$ cat src/rtl/fifo_bus_sel_arbiter.sv
// ---------------------------------------------------------------------------
// fifo_bus_sel_arbiter
//
// Output-FIFO-side arbiter. One instance sits in front of each output FIFO
// and decides which frame dispatcher may write into it. Requesters are served
// round-robin. The grant is held until the owner's end-of-packet beat is
// written, until the owner withdraws its request (abort), or until the
// watchdog sees the locked packet go idle for too long (timeout).
//
// Ports:
//   clk, rst_n    clock (rising edge) and asynchronous active-low reset
//   bus_sel       request vector; bit x set means dispatcher x wants this FIFO
//   in_data       dispatcher beats, lane x at [x*DATA_W +: DATA_W]
//   in_valid      per-dispatcher beat valid
//   in_eop        per-dispatcher last-beat flag, qualified by in_valid
//   fifo_afull    FIFO almost full (2 or fewer free entries)
//   grant         one-hot grant toward the dispatchers, or all-zero
//   in_ready      per-dispatcher ready; only the owner's bit can be set
//   fifo_wr_en    registered FIFO write strobe
//   fifo_wr_data  registered FIFO write data
//   fifo_wr_eop   registered end-of-packet marker written with the beat
//   src_id        binary index of the owner, meaningful while grant != 0
//   pkt_abort     one-cycle pulse when a packet is aborted or times out
// ---------------------------------------------------------------------------
module fifo_bus_sel_arbiter #(
  parameter int PORT_NUM = 14,
  parameter int DATA_W   = 32,
  parameter int ID_W     = 4,
  parameter int TIMEOUT  = 255
) (
  input  logic                         clk,
  input  logic                         rst_n,
  input  logic [PORT_NUM-1:0]          bus_sel,
  input  logic [PORT_NUM*DATA_W-1:0]   in_data,
  input  logic [PORT_NUM-1:0]          in_valid,
  input  logic [PORT_NUM-1:0]          in_eop,
  input  logic                         fifo_afull,
  output logic [PORT_NUM-1:0]          grant,
  output logic [PORT_NUM-1:0]          in_ready,
  output logic                         fifo_wr_en,
  output logic [DATA_W-1:0]            fifo_wr_data,
  output logic                         fifo_wr_eop,
  output logic [ID_W-1:0]              src_id,
  output logic                         pkt_abort
);

  localparam int WD_W = (TIMEOUT < 2) ? 1 : $clog2(TIMEOUT + 1);
  localparam logic [WD_W-1:0] WD_LAST = WD_W'((TIMEOUT > 0) ? TIMEOUT - 1 : 0);
  localparam bit WD_EN = (TIMEOUT != 0);
  localparam logic [ID_W-1:0] LAST_ID = ID_W'(PORT_NUM - 1);
  localparam logic [ID_W:0] PORT_CNT = (ID_W+1)'(PORT_NUM);

  typedef enum logic {IDLE, BUSY} state_t;

  state_t              state;
  logic [ID_W-1:0]     rr_ptr;
  logic [WD_W-1:0]     wdog;

  // Round-robin successor of an index, wrapping at PORT_NUM.
  function automatic logic [ID_W-1:0] next_id(input logic [ID_W-1:0] id);
    return (id == LAST_ID) ? '0 : id + 1'b1;
  endfunction

  // Round-robin search: rotate the request vector so rr_ptr lands at bit 0,
  // take the lowest set bit, then map the offset back to an absolute index.
  logic [PORT_NUM-1:0] req_rot;
  logic [ID_W-1:0]     pick_off;
  logic [ID_W:0]       pick_sum;
  logic [ID_W-1:0]     pick_id;
  logic                pick_found;

  always_comb begin
    req_rot    = PORT_NUM'({bus_sel, bus_sel} >> rr_ptr);
    pick_off   = '0;
    pick_found = 1'b0;
    for (int i = 0; i < PORT_NUM; i++) begin
      if (!pick_found && req_rot[i]) begin
        pick_found = 1'b1;
        pick_off   = ID_W'(i);
      end
    end
    pick_sum = {1'b0, rr_ptr} + {1'b0, pick_off};
    if (pick_sum >= PORT_CNT) begin
      pick_sum = pick_sum - PORT_CNT;
    end
    pick_id = pick_sum[ID_W-1:0];
  end

  // Owner lane selected by the one-hot grant; all-zero while idle.
  logic [DATA_W-1:0] own_data;

  always_comb begin
    own_data = '0;
    for (int x = 0; x < PORT_NUM; x++) begin
      if (grant[x]) begin
        own_data = own_data | in_data[x*DATA_W +: DATA_W];
      end
    end
  end

  logic own_sel;
  logic own_eop;
  logic accept;
  logic eop_acc;
  logic drop;
  logic wd_fire;

  // Ready is withheld once the owner withdraws its request, except for an
  // eop beat: a last beat that coincides with the request going away still
  // closes the packet normally instead of aborting it.
  assign in_ready = grant & {PORT_NUM{~fifo_afull}} & (bus_sel | in_eop);

  assign own_sel = |(bus_sel & grant);
  assign own_eop = |(in_eop & grant);
  assign accept  = |(in_valid & in_ready);
  assign eop_acc = accept & own_eop;
  assign drop    = (state == BUSY) & ~own_sel & ~eop_acc;
  // Stall cycles under fifo_afull count as idle too.
  assign wd_fire = WD_EN & (state == BUSY) & ~accept & (wdog == WD_LAST);

  // Arbitration / write stage: everything below is registered once.
  always_ff @(posedge clk or negedge rst_n) begin
    if (!rst_n) begin
      state        <= IDLE;
      grant        <= '0;
      src_id       <= '0;
      rr_ptr       <= '0;
      wdog         <= '0;
      fifo_wr_en   <= 1'b0;
      fifo_wr_data <= '0;
      fifo_wr_eop  <= 1'b0;
      pkt_abort    <= 1'b0;
    end else begin
      fifo_wr_en  <= accept;
      fifo_wr_eop <= eop_acc;
      pkt_abort   <= 1'b0;
      if (accept) begin
        fifo_wr_data <= own_data;
      end
      case (state)
        IDLE: begin
          wdog <= '0;
          if (|bus_sel) begin
            grant  <= {{(PORT_NUM-1){1'b0}}, 1'b1} << pick_id;
            src_id <= pick_id;
            state  <= BUSY;
          end
        end
        BUSY: begin
          if (eop_acc || drop || wd_fire) begin
            // Owner drops to lowest priority for the next round.
            grant     <= '0;
            rr_ptr    <= next_id(src_id);
            wdog      <= '0;
            state     <= IDLE;
            pkt_abort <= ~eop_acc;
          end else if (accept) begin
            wdog <= '0;
          end else begin
            wdog <= wdog + 1'b1;
          end
        end
        default: begin
          state <= IDLE;
          grant <= '0;
        end
      endcase
    end
  end

endmodule

$ cat config.mk
export PLATFORM = sky130hd
export DESIGN_NAME = fifo_bus_sel_arbiter
export DESIGN_NICKNAME = d
export VERILOG_FILES = /design/src/rtl/fifo_bus_sel_arbiter.sv
export SDC_FILE = /design/constraint.sdc
export NUM_CORES = 1
export LEC_CHECK = 0
export CORE_AREA = 4 4 216 218
export CTS_CLUSTER_DIAMETER = 40
export DETAILED_ROUTE_END_ITERATION = 10
export DIE_AREA = 0 0 220 222
export HOLD_SLACK_MARGIN = 0.12
export SETUP_SLACK_MARGIN = 0.1
export SLEW_MARGIN = 20
export SYNTH_ARGS = -nofsm -noshare
export SYNTH_HDL_FRONTEND = slang
export SYNTH_SLANG_ARGS = --single-unit
$ cat constraint.sdc
create_clock -name clk -period 5.95 [get_ports clk]
set_input_delay 1.19 -clock clk [delete_from_list [all_inputs] [get_ports clk]]
set_output_delay 1.19 -clock clk [all_outputs]
set_load 0.01 [all_outputs]
; After elaboration in Yosys (flattened, before gate mapping)
; Index checks and enable logic that the tools add are counted.
[classes]
addsub = 4
order_cmp = 1
n_eq_ne = 4
n_shift = 2
muxes = 53
bitwise_logic = 29
n_reduce_logical = 35
[ops]
columns = operator, count
row1 = 2-to-1 mux 32 bit, 14
row2 = OR 32 bit, 13
row3 = AND 14 bit, 5
row4 = OR reduction 14 bit, 4
row5 = 2-to-1 mux 4 bit, 11
row6 = 2-to-1 mux 14 bit, 2
row7 = case mux 14 bit (2 select lines), 1
row8 = right shift 28 x 4 -> 14 bit, 1
row9 = 2-to-1 mux 1 bit, 18
row10 = 2-to-1 mux 8 bit, 2
row11 = case mux 8 bit (2 select lines), 1
row12 = OR 14 bit, 1
row13 = << shifter 1 x 4 -> 14 bit (first input constant), 1
row14 = logical AND 1 bit, 13
row15 = logical NOT 1 bit, 13
row16 = adder 8 x 1 -> 8 bit (second input constant), 1
row17 = == test 8 bit (second input constant), 1
row18 = AND reduction 2 bit, 3
row19 = adder 4 x 4 -> 5 bit, 1
row20 = AND 1 bit, 5
row21 = >= comparator 5 x 4 -> 1 bit (second input constant), 1
row22 = NOT 1 bit, 5
row23 = adder 4 x 1 -> 4 bit (second input constant), 1
row24 = == test 4 bit (second input constant), 1
row25 = other kinds (7), 9
[word_totals]
register_bits = 66
in_bits = 493
out_inout_bits = 67
wordCells = 137

; Depth between registers and ports, before layout
[depth]
word_depth = 47
mapped_depth = 18
mapped_depth_nobuf = 16

; Worst setup path after synthesis
; Ideal clock, no wire load.
[synth_path]
path_kind = input -> register
start = in bus_sel[12]
end = reg grant[3]
setup_ns = 0.068
t_arrival_ns = 5.089
t_required_ns = 5.882
slack_ns = 0.793
path_stages = 17
path_buffers = 1
cell_sequence = clkbuf_1 > mux4_2 > mux2i_1 > o221ai_1 > o211ai_1 > nor2_1 > o311ai_1 > nand3_1 > ha_1 > fa_1 > xor2_1 > ha_1 > a31o_2 > a211o_1 > xor2_1 > nor2b_1 > a32o_1
[synth_between]
elab_chain_len = 47
word_cells_on_any_way = 80
cone_classes = add/sub (2) / order compare (1) / eq/ne (2) / shift (2) / mux (29) / bitwise (12) / reduce/logical (32)
[synth_rtl]
columns = item, line_no
row1 = "start, declared", 33  ; input logic [PORT_NUM-1:0] bus_sel,
row2 = right shift 28 x 4 -> 14 bit, 73  ; req_rot = PORT_NUM'({bus_sel, bus_sel} >> rr_ptr);
row3 = 2-to-1 mux 1 bit, 77  ; if (!pick_found && req_rot[i]) begin
row4 = logical NOT 1 bit, 77
row5 = logical AND 1 bit, 77
row6 = 2-to-1 mux 1 bit, 77
row7 = logical NOT 1 bit, 77
row8 = logical AND 1 bit, 77
row9 = 2-to-1 mux 1 bit, 77
row10 = [... 31 more ...], --
row11 = logical AND 1 bit, 77
row12 = 2-to-1 mux 4 bit, 77
row13 = adder 4 x 4 -> 5 bit, 82  ; pick_sum = {1'b0, rr_ptr} + {1'b0, pick_off};
row14 = subtractor 4 bit / >= comparator 5 x 4 -> 1 bit (equally long branches), "84, 83"
row15 = 2-to-1 mux 4 bit, 83  ; if (pick_sum >= PORT_CNT) begin
row16 = << shifter 1 x 4 -> 14 bit, 144  ; grant <= {{(PORT_NUM-1){1'b0}}, 1'b1} << pick_id;
row17 = 2-to-1 mux 14 bit, 143  ; if (|bus_sel) begin
row18 = case mux 14 bit (2 select lines), 140  ; case (state)
row19 = "end signal, assigned", 144
row20 = "end, declared", 38  ; output logic [PORT_NUM-1:0] grant,
; Several ways; a longest one is shown, not always the timed one. The select of a mux whose other input is x is not followed.
; A chain may end at the register's enable or synchronous reset.

; Worst setup path in the final report
[layout_path]
start = in bus_sel[10]
end = reg grant[5]
; Same word-level chain as after synthesis.

==> out/results.ini <==
[outcome]
status=completed

[floorplanning]
dieArea_um2=48840
coreArea_um2=44890
die_w_um=220
die_h_um=222
fp-row-count=78
io_pins=560
start_util_pct=14.29

[route]
drt_iter0_drc=989
finalWirelength_um=55710
avgRoutedWirePerCell_um=29.68
ant_nets=0
drc=0
drtPass1Iterations=5
vias=9496
post_drt_via_cell_ratio=5.059

[global_routing]
antenna_found_initial=32
grt_pass1_wl_um=75490
grt_start_max_net_pins=66
grt-ovfl-total=0
grt_use_total_pct=21.71
first_global_vias=9985

[critical_path]
crit_required_ps=6240
path_class=in2reg
worstPathArrival_ps=5970
critPathMaxFanout=9
start_kind=primary input
setup.worst_path.end_class=flip-flop

[logic_synthesis]
synthSimpleGateAreaFrac_pct=11.29
netlist_area_um2=6415
syn_nets=1226
synth_compound_area_share_pct=45.97
synth_xor_area_share_pct=1.229
yosysUniqueCellTypes=62
yosys_warnings=0
synth_top_flop_cell=dfrtp_1
postSynthAreaPerCell_um2=8.848
synthCells=725
synth_top_family_by_area=compound AO/OA/AOI/OAI gates
synth_fa_ha_area_share_pct=1.677
synth_mux_area_share_pct=8.543
yosys_register_bits=66
ys_seq_area_share_pct=25.75
synth-async-reset-ratio_pct=100.0
synth_edf_count=0

[min_path]
hp-class=reg2reg

[timing]
holdWs_ps=513.0
max_freq_mhz=176.0
final.setup_skew_ps=12.66
setup_slack_ps=269.1
tightest_slew_ps=925.6
finalSetupTns_ps=0
hold_violations=0
period_share_pct=95.48
rsz0062_at_grt=false
maxSlewHeadroom_pct=38.29
period_needed_ps=5681
finalSetupViolations=0
final-max-slew-violation-count=0

[layout]
syn_to_final_growth_pct=104.0
seqCellArea_um2=1669
drive_above_1_share_pct=7.717
layout_commonest_cell=clkdlybuf4s50_1
utilization_pct=29.15
final_cell_mix=clkdlybuf4s50_1, a221oi_1, a22oi_1, a22o_1
nets=1753
fin_cells=1877
multi_input_area_um2=4408
fillCellCount=4764

[clocking]
cts_buffers=9
postCtsSetupRepairBufs=0
cts-resized-gates=0
cts_root_buf=clkbuf_16
tritoncts=built
clock_latency_ps=370
ctsHoldBuffers=0
htree_levels=3
clk_pin_slew_worst_paths_ps=70
cts.sinks=66
cts_buffer_depth=2

[pwr]
power_leakage_nw=4.844
peakVddDrop_mv=0.3933
p_per_area_nw_per_um2=394.5

[placed_design]
dp.cells=1841
dpl.hpwl_um=43420
place_ws_ps=-20.04
gp_congestion=0.9465
port_buffers=559

[job]
cap_violations=0

==> cell families (layout without fill, tap and decap cells) <==
logic type	count (synthesis)	in the layout
compound gates	354	354
simple gates	160	160
buf+inv	89	621
flops	66	66
mux	39	39
xor+xnor	9	9
fa+ha+maj	8	8
other cells	0	20
==> through the flow <==
| step | total power [mW] | area [µm²] |
|---|---|---|
| 2_1_floorplan | 2.886 | 6415 |
| 3_3_place_gp | 4.497 | 12730 |
| 3_5_place_dp | 4.542 | 12730 |
| 4_1_cts | 5.165 | 13040 |
| 5_1_grt | 5.511 | 13080 |
| 6_report | 5.162 | 13090 |
==> final cells by class <==
| type | instances | area share [%] |
|---|---|---|
| Antenna cell | 20 | 0.3825 |
| Tap cell | 600 | 5.737 |
| Inverter | 10 | 0.2869 |
| Sequential cell | 66 | 12.76 |
| Clock buffer | 9 | 1.721 |
| Multi-Input combinational cell | 570 | 33.69 |
| Clock inverter | 7 | 0.6215 |
| Timing Repair Buffer | 595 | 44.81 |
==> cell usage after synthesis, types with 8 or more instances <==
cell	number	area, µm²
mux4_2	11	247.7
nand3_1	13	65.06
mux2_2	10	112.6
o211a_1	14	140.1
mux2i_1	14	140.1
a21oi_1	9	45.04
a41oi_1	33	289.0
inv_1	8	30.03
a221oi_1	98	858.3
o21ai_0	11	55.05
dfrtp_1	66	1652
clkbuf_1	54	202.7
buf_1	17	63.81
o2111ai_1	12	105.1
nand2_1	56	210.2
a22oi_1	73	548.0
nor2_1	56	210.2
a22o_1	71	621.9
==> worst max-delay path: stages <==
cell and delay [ps]:
clkdlybuf4s50_1 510, mux4_2 540, nand2_1 100, a21boi_0 290, o21ai_0 130, and3_1 190
o311ai_1 300, nand3_1 120, ha_1 240, fa_1 430, xor2_1 200, ha_1 210
a31o_2 220, a211o_1 340, xor2_1 150, buf_4 170, nor3b_1 390, a32o_1 240
==> final timing paths <==
kind / from / end / slack, ps / cells past startpoint
worst max-delay path: bus_sel[10] / grant[5] / 270 / 18
worst min-delay path: wdog[0] / wdog[0] / 510 / 1
worst max register to register: rr_ptr[1] / grant[5] / 830 / 18
worst min register to register: wdog[0] / wdog[0] / 510 / 1
max in group asynchronous: rst_n / grant[13] / 4120 / 2
min in group asynchronous: rst_n / src_id[1] / 660 / 1
==> layer usage <==
| layer | vias to the layer above | routed length [µm] | GRT usage [%] |
|---|---|---|---|
| met1 | 4645 | 21510 | 25.88 |
| met4 | 12 | 1984 | 10.43 |
| met5 | - | 87 | 0 |
| met3 | 123 | 5479 | 7.058 |
| li1 | 4137 | - | - |
| met2 | 579 | 26650 | 35.13 |
==> registers in the layout (all words and copies together) (netlist names) <==
| name | count |
|---|---|
| fifo_wr_data | 32 |
| fifo_wr_en | 1 |
| fifo_wr_eop | 1 |
| grant | 14 |
| pkt_abort | 1 |
| rr_ptr | 4 |
| src_id | 4 |
| state | 1 |
| wdog | 8 |
==> report_power, final <==
group	total (mW)	leakage [nW]	switching, mW	internal, mW
registers	0.977	0.795	0.329	0.649
logic	3.58	3.90	1.89	1.69
clock network	0.603	0.148	0.270	0.333
total	5.16	4.84	2.49	2.68
Note: power is estimated with default switching activity, not from simulation.
